File: src/rtl/bootstrap_loader.sv
// Power-up loader: copies a SPI flash image (READ 0x03) into external SRAM,
// then hands the SRAM bus to the system and holds boot_done until reset.
module bootstrap_loader #(
    parameter logic [23:0] FLASH_START = 24'h000000,
    parameter int unsigned BOOT_BYTES  = 65536,
    parameter logic [21:0] RAM_START   = 22'h000000
) (
    input  logic        clk,
    input  logic        reset,
    input  logic        phi,
    input  logic        boot_enable,
    output logic        boot_done,
    output logic        flash_cs,
    output logic        flash_ck,
    output logic        flash_si,
    input  logic        flash_so,
    input  logic [1:0]  cs,
    input  logic        rw_in,
    input  logic [15:0] addr_in,
    input  logic [7:0]  data_in,
    output logic        cs0,
    output logic        cs1,
    output logic        rw_out,
    output logic [15:0] addr_out,
    output logic [5:0]  addr_ext,
    output logic [7:0]  data_out
);

    typedef enum logic [2:0] {IDLE, CMD, READ, WAITPHI, WRITE, DONE} state_t;

    localparam logic [31:0] CMD_WORD = {8'h03, FLASH_START};
    localparam logic [22:0] N_INIT   = 23'(BOOT_BYTES);

    state_t      state_q, state_d;
    logic        phi_s1_q, phi_s2_q, phi_s3_q;
    logic [31:0] shift_q, shift_d;
    logic [5:0]  bit_cnt_q, bit_cnt_d;
    logic [7:0]  byte_q, byte_d;
    logic [21:0] dst_q, dst_d;
    logic [22:0] left_q, left_d;
    logic        flash_cs_q, flash_cs_d;
    logic        flash_ck_q, flash_ck_d;
    logic        flash_si_q, flash_si_d;
    logic        cs0_q, cs0_d, cs1_q, cs1_d;
    logic        rw_q, rw_d;
    logic [15:0] addr_q, addr_d;
    logic [5:0]  ext_q, ext_d;
    logic [7:0]  data_q, data_d;
    logic        done_q, done_d;

    logic phi_rise, phi_fall, cmd_last, read_last, last_byte;

    assign phi_rise  = phi_s2_q & ~phi_s3_q;
    assign phi_fall  = ~phi_s2_q & phi_s3_q;
    // The falling ck edge after the final rise closes each shifting phase.
    assign cmd_last  = (state_q == CMD)  && flash_ck_q && (bit_cnt_q == 6'd32);
    assign read_last = (state_q == READ) && flash_ck_q && (bit_cnt_q == 6'd8);
    assign last_byte = (left_q == 23'd1);

    always_ff @(posedge clk or negedge reset) begin
        if (!reset) begin
            state_q    <= IDLE;
            phi_s1_q   <= 1'b0;
            phi_s2_q   <= 1'b0;
            phi_s3_q   <= 1'b0;
            shift_q    <= '0;
            bit_cnt_q  <= '0;
            byte_q     <= '0;
            dst_q      <= '0;
            left_q     <= '0;
            flash_cs_q <= 1'b1;
            flash_ck_q <= 1'b0;
            flash_si_q <= 1'b0;
            cs0_q      <= 1'b1;
            cs1_q      <= 1'b1;
            rw_q       <= 1'b1;
            addr_q     <= '0;
            ext_q      <= '0;
            data_q     <= '0;
            done_q     <= 1'b0;
        end else begin
            state_q    <= state_d;
            phi_s1_q   <= phi;
            phi_s2_q   <= phi_s1_q;
            phi_s3_q   <= phi_s2_q;
            shift_q    <= shift_d;
            bit_cnt_q  <= bit_cnt_d;
            byte_q     <= byte_d;
            dst_q      <= dst_d;
            left_q     <= left_d;
            flash_cs_q <= flash_cs_d;
            flash_ck_q <= flash_ck_d;
            flash_si_q <= flash_si_d;
            cs0_q      <= cs0_d;
            cs1_q      <= cs1_d;
            rw_q       <= rw_d;
            addr_q     <= addr_d;
            ext_q      <= ext_d;
            data_q     <= data_d;
            done_q     <= done_d;
        end
    end

    always_comb begin
        state_d = state_q;
        case (state_q)
            IDLE:    if (boot_enable) state_d = CMD;
            CMD:     if (cmd_last) state_d = READ;
            READ:    if (read_last) state_d = WAITPHI;
            WAITPHI: if (phi_rise) state_d = WRITE;
            WRITE:   if (phi_fall) state_d = last_byte ? DONE : READ;
            DONE:    state_d = DONE;
            default: state_d = IDLE;
        endcase
    end

    always_comb begin
        shift_d    = shift_q;
        bit_cnt_d  = bit_cnt_q;
        byte_d     = byte_q;
        dst_d      = dst_q;
        left_d     = left_q;
        flash_cs_d = flash_cs_q;
        flash_ck_d = flash_ck_q;
        flash_si_d = flash_si_q;
        cs0_d      = cs0_q;
        cs1_d      = cs1_q;
        rw_d       = rw_q;
        addr_d     = addr_q;
        ext_d      = ext_q;
        data_d     = data_q;
        done_d     = done_q;
        case (state_q)
            IDLE: begin
                flash_cs_d = 1'b1;
                flash_ck_d = 1'b0;
                cs0_d      = 1'b1;
                cs1_d      = 1'b1;
                rw_d       = 1'b1;
                if (boot_enable) begin
                    shift_d    = CMD_WORD;
                    flash_si_d = CMD_WORD[31];
                    flash_cs_d = 1'b0;
                    bit_cnt_d  = '0;
                    dst_d      = RAM_START;
                    left_d     = N_INIT;
                end
            end
            CMD: begin
                if (!flash_ck_q) begin
                    flash_ck_d = 1'b1;
                    bit_cnt_d  = bit_cnt_q + 6'd1;
                end else begin
                    flash_ck_d = 1'b0;
                    if (cmd_last) begin
                        bit_cnt_d  = '0;
                        flash_si_d = 1'b0;
                    end else begin
                        shift_d    = shift_q << 1;
                        flash_si_d = shift_q[30];
                    end
                end
            end
            READ: begin
                rw_d = 1'b1;
                if (!flash_ck_q) begin
                    flash_ck_d = 1'b1;
                    byte_d     = {byte_q[6:0], flash_so};
                    bit_cnt_d  = bit_cnt_q + 6'd1;
                end else begin
                    flash_ck_d = 1'b0;
                    if (read_last) bit_cnt_d = '0;
                end
            end
            WAITPHI: begin
                if (phi_rise) begin
                    cs0_d  = dst_q[21];
                    cs1_d  = ~dst_q[21];
                    rw_d   = 1'b0;
                    addr_d = dst_q[15:0];
                    ext_d  = dst_q[21:16];
                    data_d = byte_q;
                end
            end
            WRITE: begin
                // rw_out stays low this clk and releases in the following state.
                if (phi_fall) begin
                    cs0_d  = 1'b1;
                    cs1_d  = 1'b1;
                    dst_d  = dst_q + 22'd1;
                    left_d = left_q - 23'd1;
                    if (last_byte) flash_cs_d = 1'b1;
                end
            end
            DONE: begin
                flash_cs_d = 1'b1;
                flash_ck_d = 1'b0;
                done_d     = 1'b1;
                cs0_d      = cs[0];
                cs1_d      = cs[1];
                rw_d       = rw_in;
                addr_d     = addr_in;
                ext_d      = '0;
                data_d     = data_in;
            end
            default: ;
        endcase
    end

    assign boot_done = done_q;
    assign flash_cs  = flash_cs_q;
    assign flash_ck  = flash_ck_q;
    assign flash_si  = flash_si_q;
    assign cs0       = cs0_q;
    assign cs1       = cs1_q;
    assign rw_out    = rw_q;
    assign addr_out  = addr_q;
    assign addr_ext  = ext_q;
    assign data_out  = data_q;

endmodule

File: config.mk
export PLATFORM = sky130hd
export DESIGN_NAME = bootstrap_loader
export DESIGN_NICKNAME = d
export VERILOG_FILES = /design/src/rtl/bootstrap_loader.sv
export SDC_FILE = /design/constraint.sdc
export NUM_CORES = 1
export LEC_CHECK = 0
export BUFFER_PORTS_ARGS = -buffer_cell sky130_fd_sc_hd__buf_2
export CAP_MARGIN = 10
export CORE_UTILIZATION = 25
export CTS_BUF_LIST = sky130_fd_sc_hd__clkbuf_4 sky130_fd_sc_hd__clkbuf_8
export CTS_CLUSTER_SIZE = 40
export DETAILED_ROUTE_END_ITERATION = 6
export GPL_ROUTABILITY_DRIVEN = 0
export PLACE_DENSITY_LB_ADDON = 0.3
export SETUP_SLACK_MARGIN = 0.05
export SYNTH_ARGS = -nofsm -noshare
export SYNTH_HDL_FRONTEND = slang
export SYNTH_SLANG_ARGS = --single-unit
File: constraint.sdc
create_clock -name clk -period 1.9 [get_ports clk]
set_input_delay 0.095 -clock clk [delete_from_list [all_inputs] [get_ports clk]]
set_output_delay 0.095 -clock clk [all_outputs]
set_load 0.05 [all_outputs]
==> summary.md, run 1 <==
| Metric | Value |
|---|---|
| Status | finished, violations left |
| Failing checks | negative setup slack |
| Cts bufs inserted | 9 |
| Post-route setup slack | -0.03591 ns |
| Peak Freq | just over 500 MHz |
| Clock sink count | around 110 |
| Sequential Power Share | 57.4% |
| H-tree depth | 3 |
| Vias | 4331 |
| Antenna-violating nets left | 0 |
| Worst vdd ir | about 300 uV |
| Placed Area | about 6500 um2 |
| Worst Hold Class | in2reg |
| CTS tree | done |
| Die width | approximately 150 um |
| Post-Syn Nets | 580 |
| CP Capture Type | register |
| Layout Cells excl Fill | 963 |
| Port bufs | between 60 and 70 |
| Mapped Area | roughly 5500 um2 |
| Nets | a little over 700 |
| Clk_lat worst skew | ~0.39 ns |
| Hold WS | 0.02209 ns |
| Comb pwr share | 8.9% |
| CP max FO | 6 |
| Final period utilization | 101.9% |
| M3 GR Usage | between 3 and 4% |
| Die Area | 22470 um2 |
| Total GRT Usage | between 10% and 20% |
| Critical path required time | 2.18 ns |
| Slew margin rel. | around 70% |
| Top post-synthesis cells by area | dfrtp_1 48%, nand2_1 5.0%, mux2i_1 4.6% |
| Dpl cells | around 900 |
| Largest net degree at the start of global routing | 59 |
| Die Y | approximately 150 um |
| CTS Buffer Depth | 2 |
| Fillers | roughly 2.1k |
| Synth warnings | 0 |
| Register area share after synthesis | around 50% |
| Setup violations, final | 9 |
| Post-synth top flop | dfrtp_1 |
| Met1 Use GR | 16.29% |
| Minimum clock period after layout | roughly 1.9 ns |
| RSZ-0062 raised after global routing | yes |
| Met2 usage | about a fifth |
| Ratio of cells with drive above 1 in the final layout | 31.00% |
| Via density | ~4.5 |
| Sw Share | approximately 28% |
| Iter 0 DRT Violations | about 180 |
| Sw power | 1145 uW |
| First-pass GRT wire length | about 22 mm |
| Startpoint Class | register |
| Util after Layout | about a third |
| CP Class | reg2reg |
| Final Hold Viols | 0 |
| Total wire length | roughly 13 mm |
| Int Pwr | roughly 3000 uW |
| Synthesized area per cell | 10.07 um2 |
| Clock root cell | clkbuf_8 |
| Initial antenna violation count | 1 |
| Clk slew on worst S/H paths | between 0.1 and 0.15 ns |
| Clock power share | 33.7% |
| Core area | 21220 um2 |
| Slew of the pin with the lowest slew margin | 0.4369 ns |
| Global route overflow | 0 |
| DRC violations left | 0 |
| Pwr/cell area | about 570 nW/um2 |
| Synth Register Bits | ~110 |
| FFs w/ async S/R, synth | 100.0% |
| Area delta synth->final | 32.65% |
| Finished Cell Area | slightly above 7000 um2 |
| Most frequent cells in the layout | 104 x dfrtp_1, 69 x nand2_1, 67 x buf_2 |
| Drt wl/cell | approximately 14 um |
| Slew Viols, Final | 0 |
| Synth top area share | between 40% and 50% |
| Biggest area consumer among synthesized cells | dfrtp_1 |
| Mapped Cells | between 500 and 600 |
| Leak | 0.003214 uW |
| Commonest non-fill, non-tap cell in the layout | dfrtp_1 |
| Vias in the first global route | 4341 |
| Starting density of the core | 25.77% |
| Setup clock skew after layout | around 0.018 ns |
| Post-synth EDFFs | 0 |
| Rows | between 50 and 60 |
| 1st-pass router iterations | 4 |
| Arr. time, crit path | ~2.2 ns |
| GR peak layer | met2 |
| I/O pin count | around 70 |
| Final HPWL DP | between 9 and 10 mm |
| Number of max-cap violations | 0 |
| Yosys cell types | 65 |
==> layer usage <==
metal | vias to the layer above | part of all wire, %
met5 | - | 0
met4 | 0 | 0.57
met3 | 7 | 4.0
met2 | 66 | 47
met1 | 2077 | 48
li1 | 2181 | -
==> worst max-delay path: stages, from the launching register on <==
cell and delay [ns]:
dfrtp_1 0.39, inv_1 0.06, ha_1 0.12, or3b_4 0.41, nor3b_4 0.21, o22a_1 0.20
o221ai_4 0.15, a211o_1 0.29
==> cell families (layout without fill, tap and decap cells) <==
| kind of cell | Yosys count | after routing | synth area share, % |
|---|---|---|---|
| AO/OA/AOI/OAI | 85 | 85 | 10.41 |
| XOR/XNOR | 36 | 36 | 5.767 |
| adder cells (fa/ha/maj) | 5 | 5 | 1.144 |
| buffers and inverters | 39 | 183 | 3.089 |
| flip-flops | 109 | 109 | 49.98 |
| multiplexers | 37 | 37 | 7.048 |
| other | 0 | 1 | 0 |
| AND/OR/NAND/NOR | 232 | 232 | 22.56 |
==> flip-flops by register name, summed over array words and instances, names as in the netlist, 3 cells and up <==
signal,count
state_q,3
shift_q,7
byte_q,8
addr_ext,6
left_q,23
dst_q,22
addr_out,16
bit_cnt_q,6
data_out,8
==> power by group through the flow <==
stage	clock [uW]	sequential, uW	combinational [uW]
after floorplan	0	2530	62.3
after global placement	0	2420	320
after detailed placement	0	2420	321
after CTS	1490	2380	368
after global routing	1570	2390	404
final	1400	2380	369
==> cells in the mapped netlist (3+ instances only) <==
cell type  instances
o21ai_1           24
mux2i_1           25
nand2b_1           7
o21ai_0           20
a21oi_1           13
and3_1             9
nor2b_1            4
nand4_1           12
xor2_1            23
or3_1              6
nand4b_1           4
nor2_1            51
inv_1             10
buf_2              9
clkbuf_1          15
mux2_2            11
xnor2_1           13
dfstp_2            4
o22ai_1            3
nor3b_1            5
nand2_1           73
dfrtp_1          105
ha_1               5
a211o_1            4
or2_1              3
nand3_1           16
a22o_1             7
nor4_1             4
nor3_1            13
==> through the flow <==
step           worst slack, ns  power (uW)  setup TNS (ns)
2_1_floorplan        -0.006119        2594       -0.006119
3_3_place_gp          -0.07098        2744         -0.3294
3_5_place_dp           -0.1123        2746         -0.6719
4_1_cts               -0.04598        4236         -0.3389
5_1_grt                -0.1587        4356          -1.818
6_report              -0.03591        4146         -0.2051
==> what timing repair did <==
action	4_1_cts	5_1_grt
hold buffers	26	0
hold endpoints to repair	79	0
cloned	0	1
endpoints found under the setup margin	22	64
resized for setup	8	35
setup buffers	4	5
pin swaps	5	19
==> worst paths after layout <==
check / from / to / slack [ns] / cells past startpoint
max: bit_cnt_q[1]$_DFFE_PN0P_ / bit_cnt_q[5]$_DFFE_PN0P_ / -0.04 / 7
min: addr_in[5] / addr_out[5]$_DFFE_PN0P_ / 0.02 / 3
max reg2reg: bit_cnt_q[1]$_DFFE_PN0P_ / bit_cnt_q[5]$_DFFE_PN0P_ / -0.04 / 7
min reg2reg: phi_s1_q$_DFF_PN0_ / phi_s2_q$_DFF_PN0_ / 0.38 / 0
max in group asynchronous: reset / flash_cs$_DFFE_PN1P_ / 1.09 / 3
min in group asynchronous: reset / addr_out[9]$_DFFE_PN0P_ / 0.15 / 2
==> layout make-up <==
class | count | area [um2] | share of cell area [%]
multi-input cells | 395 | 2776 | 38.28
flip-flops and latches | 109 | 2734 | 37.69
repair buffers | 156 | 1166 | 16.08
well taps | 275 | 344.1 | 4.744
clock buffers | 9 | 123.9 | 1.708
clock inverters | 7 | 65.06 | 0.8970
inverters | 11 | 41.29 | 0.5693
diodes | 1 | 2.502 | 0.03450
Power figures use the tool's default switching activity.
==> run 2, diff against run 1 <==
SETUP_SLACK_MARGIN = 0.1   (was 0.05)
==> summary.md, run 2 (same netlist as run 1, synthesis figures left out) <==
| Metric | Value |
|---|---|
| 1st-pass router iterations | 4 |
| Fillers | around 2.2k |
| Die Y | approximately 150 um |
| Clk_lat worst skew | slightly below 0.4 ns |
| Total GRT Usage | 11.84% |
| Int Pwr | roughly 3300 uW |
| Critical path required time | 2.18 ns |
| Worst vdd ir | 369.8 uV |
| Worst Hold Class | in2async |
| Die Area | ~22000 um2 |
| Failing checks | negative setup slack |
| Commonest non-fill, non-tap cell in the layout | dfrtp_1 |
| Startpoint Class | register |
| Setup violations, final | 9 |
| Clock power share | about 37% |
| Vias | between 4k and 5k |
| Clk slew on worst S/H paths | approximately 0.10 ns |
| First-pass GRT wire length | 21.19 mm |
| DRC violations left | 0 |
| Iter 0 DRT Violations | between 150 and 200 |
| Ratio of cells with drive above 1 in the final layout | 30.34% |
| Slew Viols, Final | 0 |
| I/O pin count | between 60 and 70 |
| Global route overflow | 0 |
| Setup clock skew after layout | about 0.016 ns |
| Die width | 149.9 um |
| Comb pwr share | 8.3% |
| Initial antenna violation count | 1 |
| Post-route setup slack | -0.03930 ns |
| Cts bufs inserted | 9 |
| RSZ-0062 raised after global routing | yes |
| CTS tree | done |
| Status | finished, violations left |
| Sw power | 1082 uW |
| CP Capture Type | register |
| CTS Buffer Depth | 2 |
| Antenna-violating nets left | 0 |
| Minimum clock period after layout | approximately 1.9 ns |
| Via density | around 4.5 |
| Met3 routed WL | between 400 and 500 um |
| Clock root cell | clkbuf_8 |
| H-tree depth | 3 |
| Leak | ~0.0032 uW |
| Final Hold Viols | 0 |
| Pwr/cell area | 599.2 nW/um2 |
| Total wire length | 12.54 mm |
| Final HPWL DP | 8.644 mm |
| Number of max-cap violations | 0 |
| Nets | 711 |
| Largest net degree at the start of global routing | approximately 110 |
| Slew margin rel. | 61.20% |
| # diodes | 0 |
| Sequential Power Share | a little over half |
| Clock sink count | roughly 110 |
| Util after Layout | between 30% and 40% |
| Port bufs | 68 |
| Drt wl/cell | between 10 and 15 um |
| CP max FO | 6 |
| Met2 wire len | 5.917 mm |
| Area delta synth->final | 32.56% |
| Place WS | -0.08081 ns |
| Peak Freq | 515.6 MHz |
| Slew of the pin with the lowest slew margin | around 0.58 ns |
| Sw Share | approximately a quarter |
| Max reg flops | 23 |
| Starting density of the core | 25.77% |
| CP Class | reg2reg |
| Core area | roughly 21000 um2 |
| Arr. time, crit path | roughly 2.2 ns |
| Final period utilization | 102.1% |
| Rows | 53 |
| Most frequent cells in the layout | 103 x dfrtp_1, 71 x nand2_1, 67 x buf_2 |
| Vias in the first global route | roughly 4.3k |
| Power Total | around 4300 uW |
| Highest routed metal layer | met4 |
| Top reg by flops | left_q |
| M1 WL | between 6 and 7 mm |
==> run 2: cell types whose count changed in the layout (fill, tap and decap cells not counted), moves of 2 or more <==
cell / delta
buf_4: -9
a21oi_1: -3
a21oi_2: +3
inv_6: -3
bufinv_16: +2
nand2_1: +2
nand2_2: -2
nand3_2: -2
nand3_4: +2
nor2_2: -2
nor2_4: +2
o22ai_2: +2
==> run 2: stage by stage <==
stage	cell area [um2]	hold WS, ns	cells	setup TNS, ns
2_1_floorplan	5484	-0.2006	543	-0.005640
3_3_place_gp	6447	-0.1000	903	-0.1255
3_5_place_dp	6447	-0.09933	903	-0.3735
4_1_cts	7014	0.002053	950	-0.3487
5_1_grt	7248	0.003622	954	-1.338
6_report	7248	0.03195	954	-0.2525
==> run 2: cell type report <==
class	instances	area [um2]	share of cell area (%)
flip-flops and latches	109	2735	37.74
inverters	11	41.29	0.5697
well taps	275	344.1	4.747
clock buffers	10	131.4	1.813
repair buffers	148	1109	15.29
clock inverters	6	93.84	1.295
multi-input cells	395	2794	38.55
==> run 2: per-layer routing <==
| layer | vias to the layer above | global-route usage [%] |
|---|---|---|
| met5 | - | 0 |
| met2 | 64 | 19.79 |
| met3 | 7 | 3.445 |
| li1 | 2157 | - |
| met1 | 2072 | 15.15 |
| met4 | 0 | 2.273 |
==> run 2: power by group through the flow <==
stage          clock (uW)  combinational [uW]  sequential, uW
4_1_cts              1680                 362            2380
3_5_place_dp            0                 313            2430
6_report             1600                 362            2380
2_1_floorplan           0                63.2            2530
5_1_grt              1770                 397            2390
3_3_place_gp            0                 313            2420
==> run 2: critical path, stage by stage, from the launching register on <==
cell and delay [ns]:
dfrtp_1 0.39, inv_1 0.06, ha_1 0.13, or3b_4 0.40
nor3b_4 0.22, buf_4 0.15, buf_6 0.10, nor3_1 0.05
buf_4 0.17, a22o_1 0.18
==> run 2: worst paths after layout <==
path | from | endpoint | slack (ns) | depth (start not counted)
max | bit_cnt_q[0]$_DFFE_PN0P_ | shift_q[26]$_DFFE_PN0P_ | -0.04 | 9
min | reset | addr_out[11]$_DFFE_PN0P_ | 0.03 | 2
max reg2reg | bit_cnt_q[0]$_DFFE_PN0P_ | shift_q[26]$_DFFE_PN0P_ | -0.04 | 9
min reg2reg | phi_s1_q$_DFF_PN0_ | phi_s2_q$_DFF_PN0_ | 0.42 | 0
max in group asynchronous | reset | flash_ck$_DFFE_PN0P_ | 1.08 | 3
min in group clk | addr_in[4] | addr_out[4]$_DFFE_PN0P_ | 0.04 | 3
==> run 2: timing repair <==
item | CTS | global route
resized for setup | 10 | 38
setup buffers | 4 | 5
setup endpoints to repair | 28 | 73
pin swaps | 6 | 31
hold buffers | 27 | 0
endpoints found under the hold margin | 131 | 0
